`config.mk`:
```
export PLATFORM = sky130hd
export DESIGN_NAME = frame_readout
export DESIGN_NICKNAME = d
export VERILOG_FILES = /design/src/rtl/frame_readout.sv
export SDC_FILE = /design/constraint.sdc
export NUM_CORES = 1
export LEC_CHECK = 0
export CAP_MARGIN = 20
export CORE_MARGIN = 2
export CORE_UTILIZATION = 44
export DETAILED_ROUTE_END_ITERATION = 8
export PLACE_DENSITY = 0.86
export SYNTH_ARGS = -nofsm -noshare
export SYNTH_HDL_FRONTEND = slang
export SYNTH_SLANG_ARGS = --single-unit
export TNS_END_PERCENT = 100
```
`constraint.sdc`:
```
create_clock -name PixelClk -period 3.6 [get_ports PixelClk]
set_input_delay 0.72 -clock PixelClk [delete_from_list [all_inputs] [get_ports PixelClk]]
set_output_delay 0.72 -clock PixelClk [all_outputs]
set_load 0.03 [all_outputs]
```
`src/rtl/frame_readout.sv`:
```
// Raster timing generator that streams a frame buffer out as RGB video.
// Read strobes lead the registered video outputs by one clock to cover RAM latency.
module frame_readout #(
   parameter int H_ACTIVE = 4,
   parameter int H_FP     = 1,
   parameter int H_SYNC   = 1,
   parameter int H_BP     = 1,
   parameter int V_ACTIVE = 3,
   parameter int V_FP     = 1,
   parameter int V_SYNC   = 1,
   parameter int V_BP     = 1,
   parameter bit SYNC_POL = 1'b1,
   parameter int ADDR_W   = 12
) (
   input  logic              PixelClk,
   input  logic              aRst,
   input  logic              pEnable,
   output logic              pRdEn,
   output logic [ADDR_W-1:0] pRdAddr,
   input  logic [23:0]       pRdData,
   output logic              pVDE,
   output logic              pHSync,
   output logic              pVSync,
   output logic [23:0]       pData,
   output logic              pFrameStart
);

   localparam int H_TOTAL = H_ACTIVE + H_FP + H_SYNC + H_BP;
   localparam int V_TOTAL = V_ACTIVE + V_FP + V_SYNC + V_BP;
   localparam int HW = $clog2(H_TOTAL + 1);
   localparam int VW = $clog2(V_TOTAL + 1);

   localparam logic [HW-1:0] H_ACT  = HW'(H_ACTIVE);
   localparam logic [HW-1:0] H_SS   = HW'(H_ACTIVE + H_FP);
   localparam logic [HW-1:0] H_SE   = HW'(H_ACTIVE + H_FP + H_SYNC);
   localparam logic [HW-1:0] H_LAST = HW'(H_TOTAL - 1);
   localparam logic [VW-1:0] V_ACT  = VW'(V_ACTIVE);
   localparam logic [VW-1:0] V_SS   = VW'(V_ACTIVE + V_FP);
   localparam logic [VW-1:0] V_SE   = VW'(V_ACTIVE + V_FP + V_SYNC);
   localparam logic [VW-1:0] V_LAST = VW'(V_TOTAL - 1);

   typedef enum logic {IDLE, RUN} state_t;

   state_t        state;
   logic [HW-1:0] hcnt;
   logic [VW-1:0] vcnt;
   logic          run;
   logic          h_act;
   logic          v_act;
   logic          h_sync;
   logic          v_sync;
   logic          h_end;
   logic          v_end;

   assign run    = (state == RUN);
   assign h_act  = (hcnt < H_ACT);
   assign v_act  = (vcnt < V_ACT);
   assign h_sync = (hcnt >= H_SS) && (hcnt < H_SE);
   assign v_sync = (vcnt >= V_SS) && (vcnt < V_SE);
   assign h_end  = (hcnt == H_LAST);
   assign v_end  = (vcnt == V_LAST);

   assign pRdEn = run && h_act && v_act;

   // Registered pVDE marks the cycle in which the buffer returns read data.
   assign pData = pVDE ? pRdData : 24'h000000;

   always_ff @(posedge PixelClk or posedge aRst) begin
      if (aRst) begin
         state       <= IDLE;
         hcnt        <= '0;
         vcnt        <= '0;
         pRdAddr     <= '0;
         pVDE        <= 1'b0;
         pHSync      <= ~SYNC_POL;
         pVSync      <= ~SYNC_POL;
         pFrameStart <= 1'b0;
      end else begin
         pVDE        <= pRdEn;
         pHSync      <= (run && h_sync) ? SYNC_POL : ~SYNC_POL;
         pVSync      <= (run && v_sync) ? SYNC_POL : ~SYNC_POL;
         pFrameStart <= run && (hcnt == '0) && (vcnt == '0);
         unique case (state)
            IDLE: begin
               if (pEnable) begin
                  state   <= RUN;
                  hcnt    <= '0;
                  vcnt    <= '0;
                  pRdAddr <= '0;
               end
            end
            RUN: begin
               if (pRdEn)
                  pRdAddr <= pRdAddr + ADDR_W'(1);
               if (h_end) begin
                  hcnt <= '0;
                  if (v_end) begin
                     // Enable is only honoured here so frames are never cut short.
                     vcnt    <= '0;
                     pRdAddr <= '0;
                     if (!pEnable)
                        state <= IDLE;
                  end else begin
                     vcnt <= vcnt + VW'(1);
                  end
               end else begin
                  hcnt <= hcnt + HW'(1);
               end
            end
         endcase
      end
   end

endmodule
```
Word-level counts from Yosys, hierarchy flattened. Cells that the tools add are included. Widths: inputs -> output; s select.

Bitwise operators: 1. Order comparisons: 6. Add/subtract/negate cells: 3. Multiplexer cells: 18. Reduce and logical (&&, ||, !) cells: 11. Equality and inequality tests: 4.

Operators by type and width (count): $mux 12 (4); $mux 24 (1); $pmux 12 s2 (1); $add 12x1->12 const B (1); $mux 3 (4); $pmux 3 s2 (2); $lt 3x3->1 const B (3); $logic_and 1x1->1 (8); $add 3x1->3 const B (2); $eq 3x3->1 const B (2); $ge 3x3->1 const B (2); $logic_not 3->1 (2); $mux 1 (5); $lt 3x2->1 const B (1); $ne 2x1->1 const B (1); $ne 2x2->1 const B (1); $pmux 1 s2 (1); $reduce_and 2->1 (1); $not 1->1 (1).

Flip-flop bits (word level): 23. Word-level logic and storage cells: 51. Output and inout bits: 41. Input bits: 27.

Logic depth before layout (Yosys ltp). Gate-level depths: netlist (run 1).

Depth after elaboration: 7. Gate-level depth with buffers: 6. Mapped depth without buffers: 5.

Worst setup path before layout (run 1). No wires, ideal clock.

Kind: flip-flop to output port. Start: register pVDE. End: output port pData[10]. Slack: 1.792 ns. Arrival time: 1.088 ns. Buffers on the path: 1. Required time: 2.880 ns. Cell stages (with the launch flop): 3. Cells stage by stage: dfrtp_1 clkbuf_1 and2_1.

Longest elaborated chain between the ends: 1.

RTL lines: start, declared (RTL line 21) `output logic pVDE,`; start signal, assigned (RTL line 79) `pVDE <= pRdEn;`; $mux 24 (RTL line 66) `assign pData = pVDE ? pRdData : 24'h000000;`; end, declared (RTL line 24) `output logic [23:0] pData,`.

No other way between the ends.

Worst setup path after layout (run 1).
Start: register hcnt[2]. End: output port pRdEn.

Longest elaborated chain between the ends: 3.

RTL lines: start, declared (RTL line 45) `logic [HW-1:0] hcnt;`; start signal, assigned (RTL line 107) `hcnt <= hcnt + HW'(1);`; $lt 3x3->1 (RTL line 56) `assign h_act = (hcnt < H_ACT);`; $logic_and 1x1->1 (2 in series) (RTL line 63) `assign pRdEn = run && h_act && v_act;`; end, declared (RTL line 18) `output logic pRdEn,`.

No other way between the ends.

==> results of run 1 <==
final cells by class:
class	instances	area (um2)
fillers	250	950.9
flip-flops and latches	23	575.6
clock buffers	3	22.52
clock inverters	1	5.005
multi-input cells	116	747.0
well taps	44	55.05
inverters	7	26.28
repair buffers	67	670.6
how the worst max path moves through the flow:
stage          startpoint  depth (start not counted)         to  slack (ns)
2_1_floorplan        pVDE                          2  pData[10]        1.79
3_3_place_gp   pRdData[2]                          3   pData[2]        0.89
3_5_place_dp   pRdData[2]                          3   pData[2]        0.87
4_1_cts           hcnt[2]                          4      pRdEn        0.66
5_1_grt           hcnt[2]                          4      pRdEn        0.50
6_report          hcnt[2]                          4      pRdEn        0.63
critical path: cells and delay by family, from the launching register on:
family	cells	cell delay [ns]
flip-flops	1	0.53
AO/OA/AOI/OAI	1	0.39
buffers and inverters	2	0.87
AND/OR/NAND/NOR	1	0.14
per-layer routing:
layer	up-vias	track usage [%]	wire length [um]
met2	75	36.41	1760
met4	0	8.075	43
li1	670	-	-
met5	-	0	0
met3	4	3.625	346
met1	602	25.14	1531
report_power, final:
part	internal, W	switching (W)
registers	0.000265	0.0000101
logic	0.0000417	0.0000323
clock network	0.0000416	0.0000787
total	0.000349	0.000121
sequential cells by signal, indices dropped and copies added, names as in the netlist:
| name | count |
|---|---|
| pVSync | 1 |
| pHSync | 1 |
| pFrameStart | 1 |
| vcnt | 3 |
| run | 1 |
| pVDE | 1 |
| pRdAddr | 12 |
| hcnt | 3 |
metrics by stage:
step / utilization, % / worst slack [ns] / instance area, um2
after floorplan: - / 1.792 / 1409
after global placement: 67.95 / 0.8885 / 2074
after detailed placement: 67.95 / 0.8693 / 2074
after CTS: 68.85 / 0.6551 / 2102
after global routing: 68.85 / 0.4999 / 2102
final: 68.85 / 0.6287 / 2102
kinds of logic (layout without fill, tap and decap cells):
| family | count (synthesis) | in the layout |
|---|---|---|
| DFF | 23 | 23 |
| xor gates and xnor gates | 1 | 1 |
| buffers and inverters | 15 | 78 |
| muxes | 4 | 4 |
| and+or+nand+nor | 76 | 76 |
| AOI/OAI and AO/OA | 31 | 31 |
| adders and majority gates | 4 | 4 |
layout by cell type, fill, tap and decap left out, types with 2 or more instances in the layout:
cell type         n
nor3_1            3
mux2i_1           4
and2_1           24
o21a_1            2
nand2_1          12
o21ai_0           9
nor4_2            2
o211ai_1          4
nor2b_1           2
nor2_1            6
ha_1              4
nand3_1           4
nand4_1           9
clkbuf_4          3
inv_1             7
a21oi_1           8
nand2b_1          2
clkdlybuf4s50_1  67
and3_2            2
dfrtp_1          23
==> flow_summary.yaml, run 1 <==
sta:
  max_slew_margin_pct: 42.83
  setup_tns_ns: 0
  drv_slew: 0
  max_freq_ghz: 0.3366
  hold_slack_ns: 0.5252
  worst_slew_pin_slew_ns: 0.8566
  setup_viol: 0
  period_needed_ns: 2.971
  rsz0062_at_grt: "false"
  hold_viol: 0
  post-route-period-util_pct: 82.54
  fin_skew_ns: 0.005770
synthesis:
  synth_top_area_share_pct: 40.85
  synth-main-ff-cell: "dfrtp_1"
  yosysMostFrequentCell: "and2_1"
  yosysWarnings: 0
  ys_types: 39
  synth_fp_nets: 185
  synth_fa_ha_area_share_pct: 3.552
  synth-edff-count: 0
  synth.largest_area_cell: "dfrtp_1"
  synth_mux_area_share_pct: 2.842
  netlist_top_cells_count: "and2_1 (24), dfrtp_1 (23), nand2_1 (12)"
  ys_ff_latch: 23
  ys_top_cells_by_area: "dfrtp_1 (41%), and2_1 (11%), nand4_1 (4.0%), ha_1 (3.6%), o21ai_0 (3.2%)"
  async_flop_share_pct: 100.0
  ys_seq_area_share_pct: 40.85
  syn_inst: 154
  avgSynthCellArea_um2: 9.148
  synth_top_family_by_area: "simple AND/OR/NAND/NOR gates"
  synth_compound_area_share_pct: 14.03
  synth_area_mm2: 0.001409
  synthXorXnorAreaFrac_pct: 0.6217
  synth_simple_gate_area_share_pct: 31.97
setup_path:
  cp_slowest_cell: "clkdlybuf4s50_1"
  timing.rr.start: "hcnt[2]"
  critical_path_class: "reg -> out"
  critPathRequiredTime_ns: 2.88
  worstRegToRegCells: 4
  critPathMaxStageDelay_ns: 0.69
  endpoint_kind: "output port"
  crit_chain: "a211oi_2, nand2_1, inv_1, clkdlybuf4s50_1"
  cp-start-kind: "flop"
  arrival_ns: 2.25
  timing.rr.end: "pRdAddr[11]"
  critPathMaxFanout: 12
  rrSetupSlack_ns: 1.82
cts:
  cts_resized: 0
  cts_buffer_depth: 2
  cts.clk_slew.worst_paths_ns: 0.13
  cts_root_buf: "clkbuf_4"
  cts_htree_levels: 1
  cts_made_buffers: 3
  cts_setup_buffers: 0
  cts.sinks: 23
  cts_tree: "yes"
  clk_latency_ns: 0.31
  hold_buffers: 0
run:
  maxCapViolCount: 0
grt:
  grt_pass1_wl_um: 5692
  grt_max_degree: 26
  antenna_found_initial: 0
  grt_pass1_vias: 1239
  grt_usage_pct: 20.69
  grt-ovfl-total: 0
detailed_routing:
  vias: 1351
  drc_errors: 0
  viasPerCell: 5.176
  ant_nets: 0
  drt-pass1-iter-count: 4
  routed_wl_um: 3682
  wl_per_cell_um: 14.11
  drt_iter0_markers: 37
placement:
  dp.cells: 257
  dpl.hpwl_um: 2847
  numPortBuffers: 67
  gp_congestion: 0.8204
power:
  vdd_drop_max_mv: 0.1850
  p_leak_nw: 0.8587
  power_density_mw_per_mm2: 223.4
  power_w: 0.0004696
floorplanning:
  dieArea_mm2: 0.003671
  pin_count: 68
  chipWidth_um: 60.59
  coreArea_mm2: 0.003053
  start_util_pct: 46.15
  die_h_um: 60.59
  row_count: 20
hold_path:
  whs_path_depth: 1
  min_from: "pRdAddr[4]"
  min_path_type: "reg -> reg"
  hold_end: "pRdAddr[4]"
cells_and_area:
  area_growth_syn_to_layout_pct: 49.20
  fin_nets: 249
  antenna_cells: 0
  final_cells: 261
  drive_above_1_share_pct: 5.991
status:
  status: "finished clean"
(Power assumes the default switching activity.)
==> inputs of run 2 (changes only) <==
- CORE_UTILIZATION: 44 -> 37
- PLACE_DENSITY: 0.86 -> 0.77
- clock period: 3.6 -> 2.5 ns (I/O delays scaled with it)
==> flow_summary.yaml, run 2 (synthesis results as in run 1) <==
run:
  maxCapViolCount: 0
cells_and_area:
  fin_nets: 254
  seqCellArea_um2: 575.6
  drive_above_1_share_pct: 8.108
  largest_reg_flops: 12
  largestRegisters: "pRdAddr x12, hcnt x3, vcnt x3"
  antenna_cells: 0
  final_cell_mix: "clkdlybuf4s50_1 (66), and2_1 (24), dfrtp_1 (23), nand2_1 (12)"
  area_growth_syn_to_layout_pct: 53.46
  fillers: 325
  top_register: "pRdAddr"
  multi_input_area_um2: 747.0
  mostFrequentLayoutCell: "clkdlybuf4s50_1"
setup_path:
  arrival_ns: 1.77
  critPathMaxFanout: 5
  critPathRequiredTime_ns: 2.00
  critical_path_class: "reg -> out"
  cp-start-kind: "flop"
  endpoint_kind: "output port"
detailed_routing:
  vias: 1354
  drt-pass1-iter-count: 4
  drt_iter0_markers: 36
  routed_wl_um: 3402
  wl_per_cell_um: 12.60
  viasPerCell: 5.015
  drc_errors: 0
  ant_nets: 0
grt:
  grt_pass1_wl_um: 5609
  antenna_found_initial: 0
  grt_usage_pct: 16.62
  grt_max_degree: 26
  grt-ovfl-total: 0
  grt_pass1_vias: 1223
cts:
  cts_setup_buffers: 0
  clk_latency_ns: 0.26
  cts_made_buffers: 3
  cts_tree: "yes"
  cts_root_buf: "clkbuf_8"
  cts_htree_levels: 1
  cts_buffer_depth: 2
  cts.clk_slew.worst_paths_ns: 0.08
  hold_buffers: 0
  cts.sinks: 23
floorplanning:
  coreArea_mm2: 0.003661
  chipWidth_um: 65.71
  start_util_pct: 38.48
  row_count: 22
  pin_count: 68
  die_h_um: 65.71
  dieArea_mm2: 0.004317
power:
  power_density_mw_per_mm2: 338.5
  p_leak_nw: 0.8927
  vdd_drop_max_mv: 0.2678
hold_path:
  min_path_type: "reg -> reg"
sta:
  worst_slew_pin_slew_ns: 0.4607
  period_needed_ns: 2.269
  setup_viol: 0
  post-route-period-util_pct: 90.77
  hold_viol: 0
  setup_slack_ns: 0.2309
  fin_skew_ns: 0.003519
  drv_slew: 0
  rsz0062_at_grt: "false"
  max_slew_margin_pct: 69.28
  setup_tns_ns: 0
  max_freq_ghz: 0.4407
placement:
  numPortBuffers: 67
  dpl.hpwl_um: 2616
  gp_congestion: 0.7961
  dp_slack_ns: 0.2383
status:
  status: "finished clean"
## run 2: changes by cell type in the layout (fill, tap and decap cells not counted)
cell	previous run	this run
clkbuf_8	0	3
clkbuf_4	3	0
clkdlybuf4s50_1	67	66
dlygate4sd2_1	0	1
buf_4	0	5
## run 2: per-stage QoR
step / power, W / util [%] / cell area [um2] / instances / hold slack [ns]
after floorplan: 0.0004411 / - / 1409 / 154 / 0.4785
after global placement: 0.0005113 / 57.83 / 2117 / 266 / 0.5106
after detailed placement: 0.0005124 / 57.83 / 2117 / 266 / 0.5144
after CTS: 0.0007427 / 59.06 / 2162 / 270 / 0.5274
after global routing: 0.0007607 / 59.06 / 2162 / 270 / 0.5382
final: 0.0007318 / 59.06 / 2162 / 270 / 0.5316
## run 2: final timing paths
kind / from / to / slack, ns / cells after the start
setup / recovery: vcnt[1] / pRdEn / 0.23 / 4
hold / removal: pRdAddr[8] / pRdAddr[8] / 0.53 / 1
setup reg to reg: hcnt[2] / pRdAddr[11] / 0.84 / 5
hold reg to reg: pRdAddr[8] / pRdAddr[8] / 0.53 / 1
max in group asynchronous: aRst / vcnt[0] / 1.70 / 3
min in group asynchronous: aRst / pRdAddr[7] / 0.58 / 3
## run 2: worst max-delay path: stages, from the launching register on
cell and delay, ns:
dfrtp_1 0.44, a211oi_2 0.36, nand2_1 0.15, inv_1 0.15, dlygate4sd2_1 0.42
## run 2: cell type report
class / count / area share [%]
clock inverters: 1 / 0.2315
flip-flops and latches: 23 / 26.62
well taps: 48 / 2.778
clock buffers: 3 / 1.910
inverters: 7 / 1.215
repair buffers: 72 / 32.70
multi-input cells: 116 / 34.55
## run 2: layer usage
metal	track usage, %	vias to the layer above	wire length [um]	part of all wire, %
met5	0	-	0	0
met4	6.510	0	30	0.88
met3	3.596	2	310	9.1
met2	26.52	57	1542	45
met1	21.89	619	1519	45
li1	-	676	-	-
## run 2: repair_timing
item	4_1_cts	5_1_grt
endpoints found under the setup margin	1	0
gates resized for setup	1	0
hold endpoints to repair	0	0
## run 2: where the power goes
group          internal, W  switching [W]
clock network     0.000111       0.000117
registers         0.000382      0.0000151
logic            0.0000610      0.0000456
==> inputs of run 3 (changes only) <==
- CTS_CLUSTER_SIZE: default -> 12
==> results of run 3 <==
No change in the layout: final DEF, timing and power equal those of run 2.
